File: src/rtl/key_event_fifo_pkg.sv
// key_pkg: shared widths, idle vector, event entry type and priority helper
// for the key event queue (release events selected by KEY_RELEASE_EVT_EN).
package key_pkg;

  localparam int unsigned KEY_W     = 16;
  localparam int unsigned KEY_IDX_W = 4;

  // Scanner vector is active-low: all ones means no key is down.
  localparam logic [KEY_W-1:0] KEY_IDLE = 16'hffff;

  // One queued event: rel=1 marks a release, code is the key index.
  typedef struct packed {
    logic                 rel;
    logic [KEY_IDX_W-1:0] code;
  } key_evt_t;

  localparam int unsigned KEY_EVT_W = $bits(key_evt_t);

  // Index of the lowest set bit; lower keys win arbitration.
  function automatic logic [KEY_IDX_W-1:0] lowest_set_idx(input logic [KEY_W-1:0] vec);
    logic [KEY_IDX_W-1:0] idx;
    idx = '0;
    for (int i = int'(KEY_W) - 1; i >= 0; i--) begin
      if (vec[i]) idx = KEY_IDX_W'(i);
    end
    return idx;
  endfunction

endpackage

File: src/rtl/key_event_fifo_if.sv
// key_event_fifo_if: valid/ready event stream toward the consumer.
interface key_event_fifo_if;
  import key_pkg::*;

  logic                 key_valid;
  logic                 key_ready;
  logic [KEY_IDX_W-1:0] key_code;
  logic                 key_rel;

  // Event producer (the key FIFO).
  modport master (
    output key_valid,
    output key_code,
    output key_rel,
    input  key_ready
  );

  // Event consumer (UART/display/CPU bridge).
  modport slave (
    input  key_valid,
    input  key_code,
    input  key_rel,
    output key_ready
  );
endinterface

File: src/rtl/key_event_fifo_sync_fifo.sv
// key_evt_sync_fifo: single-clock FIFO, power-of-2 depth, extra-MSB pointers.
// Head is read straight from storage; a push into an empty FIFO shows up
// on the following cycle (no bypass).
module key_evt_sync_fifo #(
  parameter int unsigned WIDTH = 4,
  parameter int unsigned DEPTH = 4
) (
  input  logic             clk,
  input  logic             rst_n,
  input  logic             push,
  input  logic [WIDTH-1:0] push_data,
  input  logic             pop,
  output logic [WIDTH-1:0] head_c,
  output logic             full_c,
  output logic             empty_c
);

  localparam int unsigned AW = $clog2(DEPTH);

  logic [AW:0]      wr_ptr_q;
  logic [AW:0]      rd_ptr_q;
  logic [WIDTH-1:0] mem_q [DEPTH];
  logic             push_en_c;
  logic             pop_en_c;

  // Same index with differing wrap bit means full; identical pointers mean empty.
  assign empty_c = (wr_ptr_q == rd_ptr_q);
  assign full_c  = (wr_ptr_q[AW] != rd_ptr_q[AW]) &&
                   (wr_ptr_q[AW-1:0] == rd_ptr_q[AW-1:0]);

  // Pop on empty is dropped; a full FIFO accepts a push when it pops too.
  assign pop_en_c  = pop & ~empty_c;
  assign push_en_c = push & (~full_c | pop_en_c);

  // Pointer update.
  always_ff @(posedge clk or negedge rst_n) begin
    if (!rst_n) begin
      wr_ptr_q <= '0;
      rd_ptr_q <= '0;
    end else begin
      if (push_en_c) wr_ptr_q <= wr_ptr_q + 1'b1;
      if (pop_en_c)  rd_ptr_q <= rd_ptr_q + 1'b1;
    end
  end

  // Storage write; contents need no reset since the head is masked when empty.
  always_ff @(posedge clk) begin
    if (push_en_c) mem_q[wr_ptr_q[AW-1:0]] <= push_data;
  end

  assign head_c = empty_c ? '0 : mem_q[rd_ptr_q[AW-1:0]];

endmodule

File: src/rtl/key_event_fifo.sv
// key_event_fifo: synchronises and debounces the 4x4 scanner vector, turns
// newly pressed keys into 4-bit codes and queues them for the consumer.
// Build option KEY_RELEASE_EVT_EN: also queue release events (key_rel=1),
// drained only after all pending presses.
module key_event_fifo
  import key_pkg::*;
#(
  parameter int unsigned SAMPLE_DIV = 10,
  parameter int unsigned STABLE_CNT = 4,
  parameter int unsigned FIFO_DEPTH = 4
) (
  input  logic             clk,
  input  logic             rst_n,
  input  logic [KEY_W-1:0] key_state,
  input  logic             clr_ovf,
  key_event_fifo_if.master bus,
  output logic [KEY_W-1:0] key_held,
  output logic             ovf
);

  localparam int unsigned DIV_W  = $clog2(SAMPLE_DIV);
  localparam int unsigned SCNT_W = $clog2(STABLE_CNT);
`ifdef KEY_RELEASE_EVT_EN
  localparam int unsigned EVT_W  = KEY_EVT_W;
`else
  localparam int unsigned EVT_W  = KEY_IDX_W;
`endif

  logic [KEY_W-1:0]     sync1_q;
  logic [KEY_W-1:0]     sync2_q;
  logic [DIV_W-1:0]     div_q;
  logic                 tick_c;
  logic [KEY_W-1:0]     cand_q;
  logic [KEY_W-1:0]     cand_d;
  logic [SCNT_W-1:0]    scnt_q;
  logic [SCNT_W-1:0]    scnt_d;
  logic                 commit_c;
  logic [KEY_W-1:0]     press_mask_c;
  logic [KEY_W-1:0]     pend_p_q;
  logic [KEY_W-1:0]     pend_p_d;
  logic                 ovf_set_c;
  logic                 ovf_d;
  logic                 pop_c;
  logic                 slot_c;
  logic                 push_c;
  logic [KEY_IDX_W-1:0] push_idx_c;
  logic [EVT_W-1:0]     push_data_c;
  logic [EVT_W-1:0]     head_c;
  logic                 fifo_full_c;
  logic                 fifo_empty_c;
`ifdef KEY_RELEASE_EVT_EN
  logic [KEY_W-1:0]     rel_mask_c;
  logic [KEY_W-1:0]     pend_r_q;
  logic [KEY_W-1:0]     pend_r_d;
  key_evt_t             head_evt_c;
`endif

  // Two-flop synchroniser; resets to the idle (all released) vector.
  always_ff @(posedge clk or negedge rst_n) begin
    if (!rst_n) begin
      sync1_q <= KEY_IDLE;
      sync2_q <= KEY_IDLE;
    end else begin
      sync1_q <= key_state;
      sync2_q <= sync1_q;
    end
  end

  // Sample divider: one-cycle tick every SAMPLE_DIV clocks.
  assign tick_c = (div_q == DIV_W'(SAMPLE_DIV - 1));

  always_ff @(posedge clk or negedge rst_n) begin
    if (!rst_n)      div_q <= '0;
    else if (tick_c) div_q <= '0;
    else             div_q <= div_q + 1'b1;
  end

  // Debounce: a changed sample restarts the count; the vector commits once
  // the count has saturated, and keeps committing while unchanged.
  always_comb begin
    cand_d   = cand_q;
    scnt_d   = scnt_q;
    commit_c = 1'b0;
    if (tick_c) begin
      if (sync2_q != cand_q) begin
        cand_d = sync2_q;
        scnt_d = '0;
      end else if (scnt_q == SCNT_W'(STABLE_CNT - 1)) begin
        commit_c = 1'b1;
      end else begin
        scnt_d = scnt_q + 1'b1;
      end
    end
  end

  // Debounce state and committed vector.
  always_ff @(posedge clk or negedge rst_n) begin
    if (!rst_n) begin
      cand_q   <= KEY_IDLE;
      scnt_q   <= '0;
      key_held <= KEY_IDLE;
    end else begin
      cand_q <= cand_d;
      scnt_q <= scnt_d;
      if (commit_c) key_held <= cand_q;
    end
  end

  // New presses are bits going 1->0 relative to the committed vector.
  assign press_mask_c = commit_c ? (key_held & ~cand_q) : '0;
`ifdef KEY_RELEASE_EVT_EN
  assign rel_mask_c   = commit_c ? (~key_held & cand_q) : '0;
`endif

  // A push slot exists when not full, or when the head leaves this cycle.
  assign pop_c  = ~fifo_empty_c & bus.key_ready;
  assign slot_c = ~fifo_full_c | pop_c;

  // Drain one pending event per cycle (presses first, lowest index first)
  // and merge this cycle's commit; a merge onto a set bit loses an event.
  always_comb begin
    push_c      = 1'b0;
    push_idx_c  = '0;
    push_data_c = '0;
    pend_p_d    = pend_p_q;
`ifdef KEY_RELEASE_EVT_EN
    pend_r_d    = pend_r_q;
`endif
    if (slot_c && (pend_p_q != '0)) begin
      push_c               = 1'b1;
      push_idx_c           = lowest_set_idx(pend_p_q);
      pend_p_d[push_idx_c] = 1'b0;
`ifdef KEY_RELEASE_EVT_EN
      push_data_c          = key_evt_t'{rel: 1'b0, code: push_idx_c};
`else
      push_data_c          = EVT_W'(push_idx_c);
`endif
    end
`ifdef KEY_RELEASE_EVT_EN
    else if (slot_c && (pend_r_q != '0)) begin
      push_c               = 1'b1;
      push_idx_c           = lowest_set_idx(pend_r_q);
      pend_r_d[push_idx_c] = 1'b0;
      push_data_c          = key_evt_t'{rel: 1'b1, code: push_idx_c};
    end
`endif
    pend_p_d  = pend_p_d | press_mask_c;
    ovf_set_c = |(press_mask_c & pend_p_q);
`ifdef KEY_RELEASE_EVT_EN
    pend_r_d  = pend_r_d | rel_mask_c;
    ovf_set_c = ovf_set_c | (|(rel_mask_c & pend_r_q));
`endif
    // Loss beats a same-cycle clear so no overflow goes unreported.
    if (ovf_set_c)    ovf_d = 1'b1;
    else if (clr_ovf) ovf_d = 1'b0;
    else              ovf_d = ovf;
  end

  // Pending event masks and sticky overflow flag.
  always_ff @(posedge clk or negedge rst_n) begin
    if (!rst_n) begin
      pend_p_q <= '0;
`ifdef KEY_RELEASE_EVT_EN
      pend_r_q <= '0;
`endif
      ovf      <= 1'b0;
    end else begin
      pend_p_q <= pend_p_d;
`ifdef KEY_RELEASE_EVT_EN
      pend_r_q <= pend_r_d;
`endif
      ovf      <= ovf_d;
    end
  end

  key_evt_sync_fifo #(
    .WIDTH (EVT_W),
    .DEPTH (FIFO_DEPTH)
  ) u_fifo (
    .clk       (clk),
    .rst_n     (rst_n),
    .push      (push_c),
    .push_data (push_data_c),
    .pop       (pop_c),
    .head_c    (head_c),
    .full_c    (fifo_full_c),
    .empty_c   (fifo_empty_c)
  );

  // Head of queue presented to the consumer.
  assign bus.key_valid = ~fifo_empty_c;
`ifdef KEY_RELEASE_EVT_EN
  assign head_evt_c    = key_evt_t'(head_c);
  assign bus.key_code  = head_evt_c.code;
  assign bus.key_rel   = head_evt_c.rel;
`else
  assign bus.key_code  = head_c;
  assign bus.key_rel   = 1'b0;
`endif

endmodule

File: src/flat_wrapper.sv
// flat-port wrapper written by rule: the top's interface ports become plain ports
module key_event_fifo_flat import key_pkg::*;
#(
  parameter int unsigned SAMPLE_DIV = 10,
  parameter int unsigned STABLE_CNT = 4,
  parameter int unsigned FIFO_DEPTH = 4
)
  (clk, rst_n, key_state, clr_ovf, key_held, ovf, bus_key_valid, bus_key_code, bus_key_rel, bus_key_ready);
  key_event_fifo_if bus_i ();
  input  logic clk;
  input  logic rst_n;
  input  logic [KEY_W-1:0] key_state;
  input  logic clr_ovf;
  output logic [KEY_W-1:0] key_held;
  output logic ovf;
  output wire logic [$bits(bus_i.key_valid)-1:0] bus_key_valid;
  output wire logic [$bits(bus_i.key_code)-1:0] bus_key_code;
  output wire logic [$bits(bus_i.key_rel)-1:0] bus_key_rel;
  input wire logic [$bits(bus_i.key_ready)-1:0] bus_key_ready;
  assign bus_key_valid = bus_i.key_valid;
  assign bus_key_code = bus_i.key_code;
  assign bus_key_rel = bus_i.key_rel;
  assign bus_i.key_ready = bus_key_ready;
  key_event_fifo #(.SAMPLE_DIV(SAMPLE_DIV), .STABLE_CNT(STABLE_CNT), .FIFO_DEPTH(FIFO_DEPTH)) u_core (.clk(clk), .rst_n(rst_n), .key_state(key_state), .clr_ovf(clr_ovf), .bus(bus_i), .key_held(key_held), .ovf(ovf));
endmodule
File: config.mk
export PLATFORM = sky130hd
export DESIGN_NAME = key_event_fifo_flat
export DESIGN_NICKNAME = d
export VERILOG_FILES = /design/src/rtl/key_event_fifo_pkg.sv /design/src/rtl/key_event_fifo_if.sv /design/src/rtl/key_event_fifo_sync_fifo.sv /design/src/rtl/key_event_fifo.sv /design/src/flat_wrapper.sv
export SDC_FILE = /design/constraint.sdc
export NUM_CORES = 1
export LEC_CHECK = 0
export ABC_AREA = 1
export CELL_PAD_IN_SITES_DETAIL_PLACEMENT = 1
export CELL_PAD_IN_SITES_GLOBAL_PLACEMENT = 1
export CORE_MARGIN = 1.5
export CORE_UTILIZATION = 45
export DETAILED_ROUTE_END_ITERATION = 8
export HOLD_SLACK_MARGIN = 0.08
export PLACE_DENSITY_LB_ADDON = 0.25
export SYNTH_ARGS = -nofsm -noshare
export SYNTH_HDL_FRONTEND = slang
export SYNTH_SLANG_ARGS = --single-unit
File: constraint.sdc
create_clock -name clk -period 2.1 [get_ports clk]
set_clock_uncertainty 0.1 [all_clocks]
set_input_delay 0.42 -clock clk [delete_from_list [all_inputs] [get_ports clk]]
set_output_delay 0.42 -clock clk [all_outputs]
set_load 0.03 [all_outputs]
== Word-level counts from Yosys, hierarchy flattened ==
Memories as Yosys holds them, arrays and structs flattened.
Cells that the tools add are included.

* Add/sub/neg operators: 4
* Multiply operators: 0
* Divide/modulo/power cells: 0
* Order comparisons: 2
* Equality and inequality tests: 7
* Shift operators: 0
* Mux-type cells: 34
* Bitwise logic cells: 13
* Reductions and logical operators: 8

{| class="wikitable"
|+ Operators with widths
! kind !! number
|-
| $mux W4 || 20
|-
| $and A16 B16 Y16 || 3
|-
| $mux W16 || 2
|-
| $not A16 Y16 || 2
|-
| $ne A16 B16 Y1 || 1
|-
| $or A16 B16 Y16 || 1
|-
| $reduce_bool A16 Y1 || 1
|-
| $reduce_or A16 Y1 || 1
|-
| $mux W1 || 9
|-
| $add A3 B1 Y3 const B || 2
|-
| $lt A4 B5 Y1 const B || 1
|-
| $add A4 B1 Y4 const B || 1
|-
| $demux W1 S4 || 1
|-
| $eq A4 B4 Y1 const B || 1
|-
| $ge A4 B1 Y1 const B || 1
|-
| $mux W2 || 2
|-
| $reduce_and A2 Y1 || 2
|-
| $and A1 B1 Y1 || 3
|-
| $eq A3 B3 Y1 || 1
|-
| $logic_and A1 B1 Y1 || 3
|-
| $add A2 B1 Y2 const B || 1
|-
| $eq A2 B2 Y1 || 1
|-
| $eq A2 B2 Y1 const B || 1
|-
| $ne A2 B1 Y1 const B || 1
|-
| 4 further kinds || 6
|}

* Register bits: 93
* Bits in latches: 0
* RAM bits: 16
* Memory bits (read-only): 0
* Bits of input ports: 20
* Output and inout port bits: 23
* Logic and storage cells: 79
* Memories: 1

{| class="wikitable"
|+ Memory list
! name !! words !! bits a word !! rd ports !! clocked after Yosys merged registers in !! wr ports !! RTL line !! RTL
|-
| u_core.u_fifo.mem_q || 4 || 4 || 1 || 0 || 1 || key_event_fifo_sync_fifo.sv:22 || <nowiki>logic [WIDTH-1:0] mem_q [DEPTH];</nowiki>
|}

== Longest topological paths before layout ==
* Depth in word-level cells: 25
* Gate-level depth with buffers: 19
* Mapped depth without buffers: 19

== Cells and area by module ==
A second synthesis with hierarchy kept.

* Cell total of the unflattened synthesis: 510
* Area, all modules: 4817.1 um2

{| class="wikitable"
|+ Modules (own cells, without submodules)
! module !! times used !! cells each !! area each (um2) !! sequential area each (um2)
|-
| key_event_fifo || 1 || 404 || 3746.1 || 2257.2
|-
| key_evt_sync_fifo || 1 || 106 || 1071.0 || 630.6
|}

== Least setup slack after synthesis ==
Ideal clock, no wire load.

* Kind: flip-flop to output port
* Start point: register u_core.u_fifo.rd_ptr_q[0]
* End point: output port bus_key_code[0]
* Data arrival time: 1377 ps
* Required time: 1580 ps
* Setup slack: 203 ps
* Cell stages (with the launch flop): 6
* Buffers on the path: 1
* Cells stage by stage: dfrtp_1 -> buf_2 -> xnor2_1 -> nand3_1 -> nand2_1 -> inv_1

* Cells in the longest elaborated chain, start to end: 2
* Elaborated cells on any way between the ends: 3
* Those cells by class: eq/ne (1); mux (1); memory (1)

{| class="wikitable"
|+ Ends and longest elaborated chain
! item !! RTL line !! RTL
|-
| start: declaration || key_event_fifo_sync_fifo.sv:21 || <nowiki>logic [AW:0] rd_ptr_q;</nowiki>
|-
| start signal: assignment || key_event_fifo_sync_fifo.sv:42 || <nowiki>if (pop_en_c) rd_ptr_q <= rd_ptr_q + 1'b1;</nowiki>
|-
| $mem_v2 Z4 W4 or $eq A3 B3 Y1 (tied branches) || - ||
|-
| $mux W4 (*) || key_event_fifo_sync_fifo.sv:51 || <nowiki>assign head_c = empty_c ? '0 : mem_q[rd_ptr_q[AW-1:0]];</nowiki>
|-
| end: declaration || flat_wrapper.sv:17 || <nowiki>output wire logic [$bits(bus_i.key_code)-1:0] bus_key_code;</nowiki>
|}

Mark *: on every way between the ends. The rest lies on a longest branch, timed or not.

== Final worst setup path ==
* Start point: register u_core.pend_p_q[8]
* End point: register u_core.pend_p_q[5]

* Cells in the longest elaborated chain, start to end: 18
* Elaborated cells on any way between the ends: 21
* Those cells by class: order compare (2); mux (13); bitwise (3); reduce/logical (3)

{| class="wikitable"
|+ Ends and longest elaborated chain
! item !! RTL line !! RTL
|-
| start: declaration || key_event_fifo.sv:39 || <nowiki>logic [KEY_W-1:0] pend_p_q;</nowiki>
|-
| start signal: assignment || key_event_fifo.sv:168 || <nowiki>pend_p_q <= pend_p_d;</nowiki>
|-
| $mux W4 (9 in a row) || key_event_fifo_pkg.sv:24 || <nowiki>if (vec[i]) idx = KEY_IDX_W'(i);</nowiki>
|-
| $mux W4 || key_event_fifo.sv:129 || <nowiki>if (slot_c && (pend_p_q != '0)) begin</nowiki>
|-
| $lt A4 B5 Y1 (implied by the code) or $ge A4 B1 Y1 (tied branches) || key_event_fifo.sv:132 || <nowiki>pend_p_d[push_idx_c] = 1'b0;</nowiki>
|-
| $logic_and A1 B1 Y1 (implied by the code) || key_event_fifo.sv:132 ||
|-
| $mux W1 (implied by the code) || key_event_fifo.sv:132 ||
|-
| $demux W1 S4 || - ||
|-
| $not A16 Y16 (no line) || - ||
|-
| $and A16 B16 Y16 (no line) || - ||
|-
| $mux W16 (*) || key_event_fifo.sv:129 ||
|-
| $or A16 B16 Y16 (*) || key_event_fifo.sv:147 || <nowiki>pend_p_d = pend_p_d | press_mask_c;</nowiki>
|-
| via u_core.pend_p_d[5] || key_event_fifo.sv:40 || <nowiki>logic [KEY_W-1:0] pend_p_d;</nowiki>
|}

The timed path passes the listed nets; every way through them passes the cells marked *. The select of a mux whose other input is x is not followed.
A chain may end at the register's enable or synchronous reset.

==> results.sh <==
export IMPL_grt_usage_pct=21.54
export IMPL_placed_area_sq_mm=0.005584
export IMPL_vias=3786
export IMPL_drc=0
export IMPL_fp_dieArea_sq_mm=0.01116
export IMPL_ir_worst_vdd_uv=1083
export IMPL_grt_pass1_wl_mm=18.66
export IMPL_antenna_cells=0
export IMPL_numPortBuffers=41
export IMPL_utilization_pct=61.21
export IMPL_multiInputGateArea_sq_mm=0.001745
export IMPL_start_kind="flop"
export IMPL_grt_pass1_vias=3925
export IMPL_synth_top_area_share_pct=35.46
export IMPL_grt_overflow=0
export IMPL_cts_tree="built"
export IMPL_die_w_um=105.7
export IMPL_min_path_cells=0
export IMPL_p_leak_uw=0.002930
export IMPL_criticalPathCategory="flop to flop"
export IMPL_cts_max_level=3
export IMPL_wire_per_inst_um=17.48
export IMPL_avgSynthCellArea_sq_um=9.777
export IMPL_crit_required_ps=2280
export IMPL_rr_worst_depth=12
export IMPL_seq_area_sq_mm=0.002890
export IMPL_root_buffer="clkbuf_8"
export IMPL_syn_inst=485
export IMPL_cts_buffers=9
export IMPL_antenna_left=0
export IMPL_place_gp_congestion=0.8087
export IMPL_area_growth_pct=32.66
export IMPL_critPathArrivalTime_ps=2430
export IMPL_clock_sinks=109
export IMPL_stdcell_area_sq_mm=0.006291
export IMPL_clock_path_buffers=2
export IMPL_netlist_area_sq_mm=0.004742
export IMPL_layout_common_cells="nand2_1 (83), nor2_1 (72), dfstp_2 (64)"
export IMPL_dr_pass1_iters=4
export IMPL_path_clk_slew_ps=110
export IMPL_ys_seq_area_share_pct=60.90
export IMPL_layout_commonest_cell="nand2_1"
export IMPL_cp_max_fo=3
export IMPL_synth_distinct_cells=35
export IMPL_yosysTopAreaCell="dfstp_2"
export IMPL_rsz0062_at_grt="yes"
export IMPL_maxSlewViolCount=0
export IMPL_hold_viol=0
export IMPL_die_y_um=105.7
export IMPL_status="finished with violations"
export IMPL_ioPinCount=43
export IMPL_drive_gt1_share_pct=36.88
export IMPL_min_period_over_period_pct=107.4
export IMPL_cellPowerDensity_mw_per_mm2=1526
export IMPL_grt_max_degree=34
export IMPL_via_per_inst=5.130
export IMPL_tns_ps=-807.5
export IMPL_fin_nets=623
export IMPL_drv_cap=0
export IMPL_drtIter0Drc=122
export IMPL_dpl_hpwl_mm=8.482
export IMPL_worst_slack_ps=-154.4
export IMPL_n_fill_cell=1150
export IMPL_synth_nets=511
export IMPL_yosys_top_cells_area="dfstp_2 (35%), dfrtp_1 (15%), edfxtp_1 (10%)"
export IMPL_fin_hold_ws_ps=256.0
export IMPL_core_area_sq_mm=0.01028
export IMPL_hold_class="flop to flop"
export IMPL_routed_wl_mm=12.90
export IMPL_layout_cells_non_filler=738
export IMPL_fin_crit_ps=2254
export IMPL_ys_seq_elements=109
export IMPL_yosysWarnings=0
export IMPL_violations="negative setup slack"
export IMPL_end_kind="flop"
export IMPL_clock_latency_ps=380
export IMPL_initial_core_util_pct=46.14
export IMPL_antenna_found_initial=0
export IMPL_fp_row_count=37
export IMPL_finalSetupViolations=11
export IMPL_dp_cells=688
export IMPL_fmax_mhz=443.6
## flip-flops by register name, summed over array words and instances (netlist names)
signal	count
u_core.u_fifo.mem_q	16
u_core.key_held	16
u_core.scnt_q	2
u_core.ovf	1
u_core.sync2_q	16
u_core.sync1_q	16
u_core.div_q	4
u_core.pend_p_q	16
u_core.u_fifo.wr_ptr_q	3
u_core.cand_q	16
u_core.u_fifo.rd_ptr_q	3
## Yosys cell counts
| cell type | count |
|---|---|
| clkinv_1 | 2 |
| nor2_2 | 3 |
| buf_4 | 3 |
| nor3b_2 | 1 |
| nand2_4 | 1 |
| nand3b_1 | 2 |
| buf_2 | 4 |
| mux2_1 | 1 |
| conb_1 | 1 |
| or2_1 | 1 |
| nand2_1 | 92 |
| o211ai_2 | 1 |
| mux2_2 | 1 |
| a21oi_1 | 18 |
| nand3_1 | 17 |
| o21ai_1 | 3 |
| nor3_2 | 3 |
| dfstp_2 | 64 |
| edfxtp_1 | 16 |
| xnor2_1 | 14 |
| nand3_2 | 3 |
| nor2_4 | 2 |
| inv_2 | 6 |
| nand2_2 | 1 |
| o21ai_0 | 14 |
| clkbuf_1 | 1 |
| buf_6 | 2 |
| ha_1 | 6 |
| nor2_1 | 85 |
| nor3_1 | 1 |
| xor2_1 | 8 |
| dfrtp_1 | 29 |
| o22ai_1 | 4 |
| nand4_1 | 24 |
| inv_1 | 51 |
## metrics by stage
step                      setup slack, ps  power, uW
after global routing               -257.7      10120
final                              -154.4       9598
after global placement             -119.8       6486
after floorplan                     203.5       5226
after detailed placement           -207.1       6699
after CTS                          -49.38       8281
## where the power goes
group | leakage, uW | switching, uW | internal (uW)
Clock | 0.000108 | 773 | 559
Sequential | 0.00120 | 301 | 2800
Combinational | 0.00163 | 2950 | 2220
Total | 0.00293 | 4020 | 5580
## layer usage
metal / track usage (%) / vias to the layer above / wire (um)
li1: - / 1765 / -
met1: 24.84 / 1934 / 5214
met2: 41.00 / 63 / 7130
met3: 2.845 / 24 / 255
met4: 6.853 / 0 / 300
met5: 0 / - / 0
## what timing repair did
action | CTS | global route
setup endpoints to repair | 48 | 57
gates resized for setup | 70 | 50
endpoints found under the hold margin | 11 | 0
hold buffers | 1 | 0
setup buffers | 1 | 30
gates cloned | 0 | 2
pin swaps | 2 | 32
## layout make-up
class                   instances  share of cell area, %
flip-flops and latches        109                  45.94
multi-input cells             307                  27.74
repair buffers                111                  16.49
inverters                      59                  3.799
well taps                     136                  2.705
clock buffers                  11                  2.586
clock inverters                 5                 0.7359
## worst paths after layout
check	startpoint	end	slack [ps]
min reg2reg	u_core.sync1_q[6]$_DFF_PN1_	u_core.sync2_q[6]$_DFF_PN1_	260
max reg2reg	u_core.pend_p_q[8]$_DFF_PN0_	u_core.pend_p_q[5]$_DFF_PN0_	-150
max	u_core.pend_p_q[8]$_DFF_PN0_	u_core.pend_p_q[5]$_DFF_PN0_	-150
min in group asynchronous	rst_n	u_core.pend_p_q[15]$_DFF_PN0_	440
max in group asynchronous	rst_n	u_core.cand_q[7]$_DFFE_PN1P_	860
min	u_core.sync1_q[6]$_DFF_PN1_	u_core.sync2_q[6]$_DFF_PN1_	260
## logic make-up (layout without fill, tap and decap cells)
group	Yosys count	after routing	synth area share (%)
AOI/OAI and AO/OA	40	40	4.485
adders and majority gates	6	6	1.583
muxes	2	2	0.4749
and+or+nand+nor	236	236	22.30
xor gates and xnor gates	22	22	4.063
buffers and inverters	69	186	6.121
DFF	109	109	60.90
other	1	1	0.07908
## critical path, cell delays in order, from the launching register on
cell	delay, ps
dfrtp_1	440
inv_2	100
nand4_1	240
nor2_2	240
nor2_1	60
nor2_1	220
inv_1	120
nor2_2	160
nand2_2	110
inv_2	80
nand4_1	120
nand2_1	100
nand2_1	60
(Power assumes the default switching activity.)
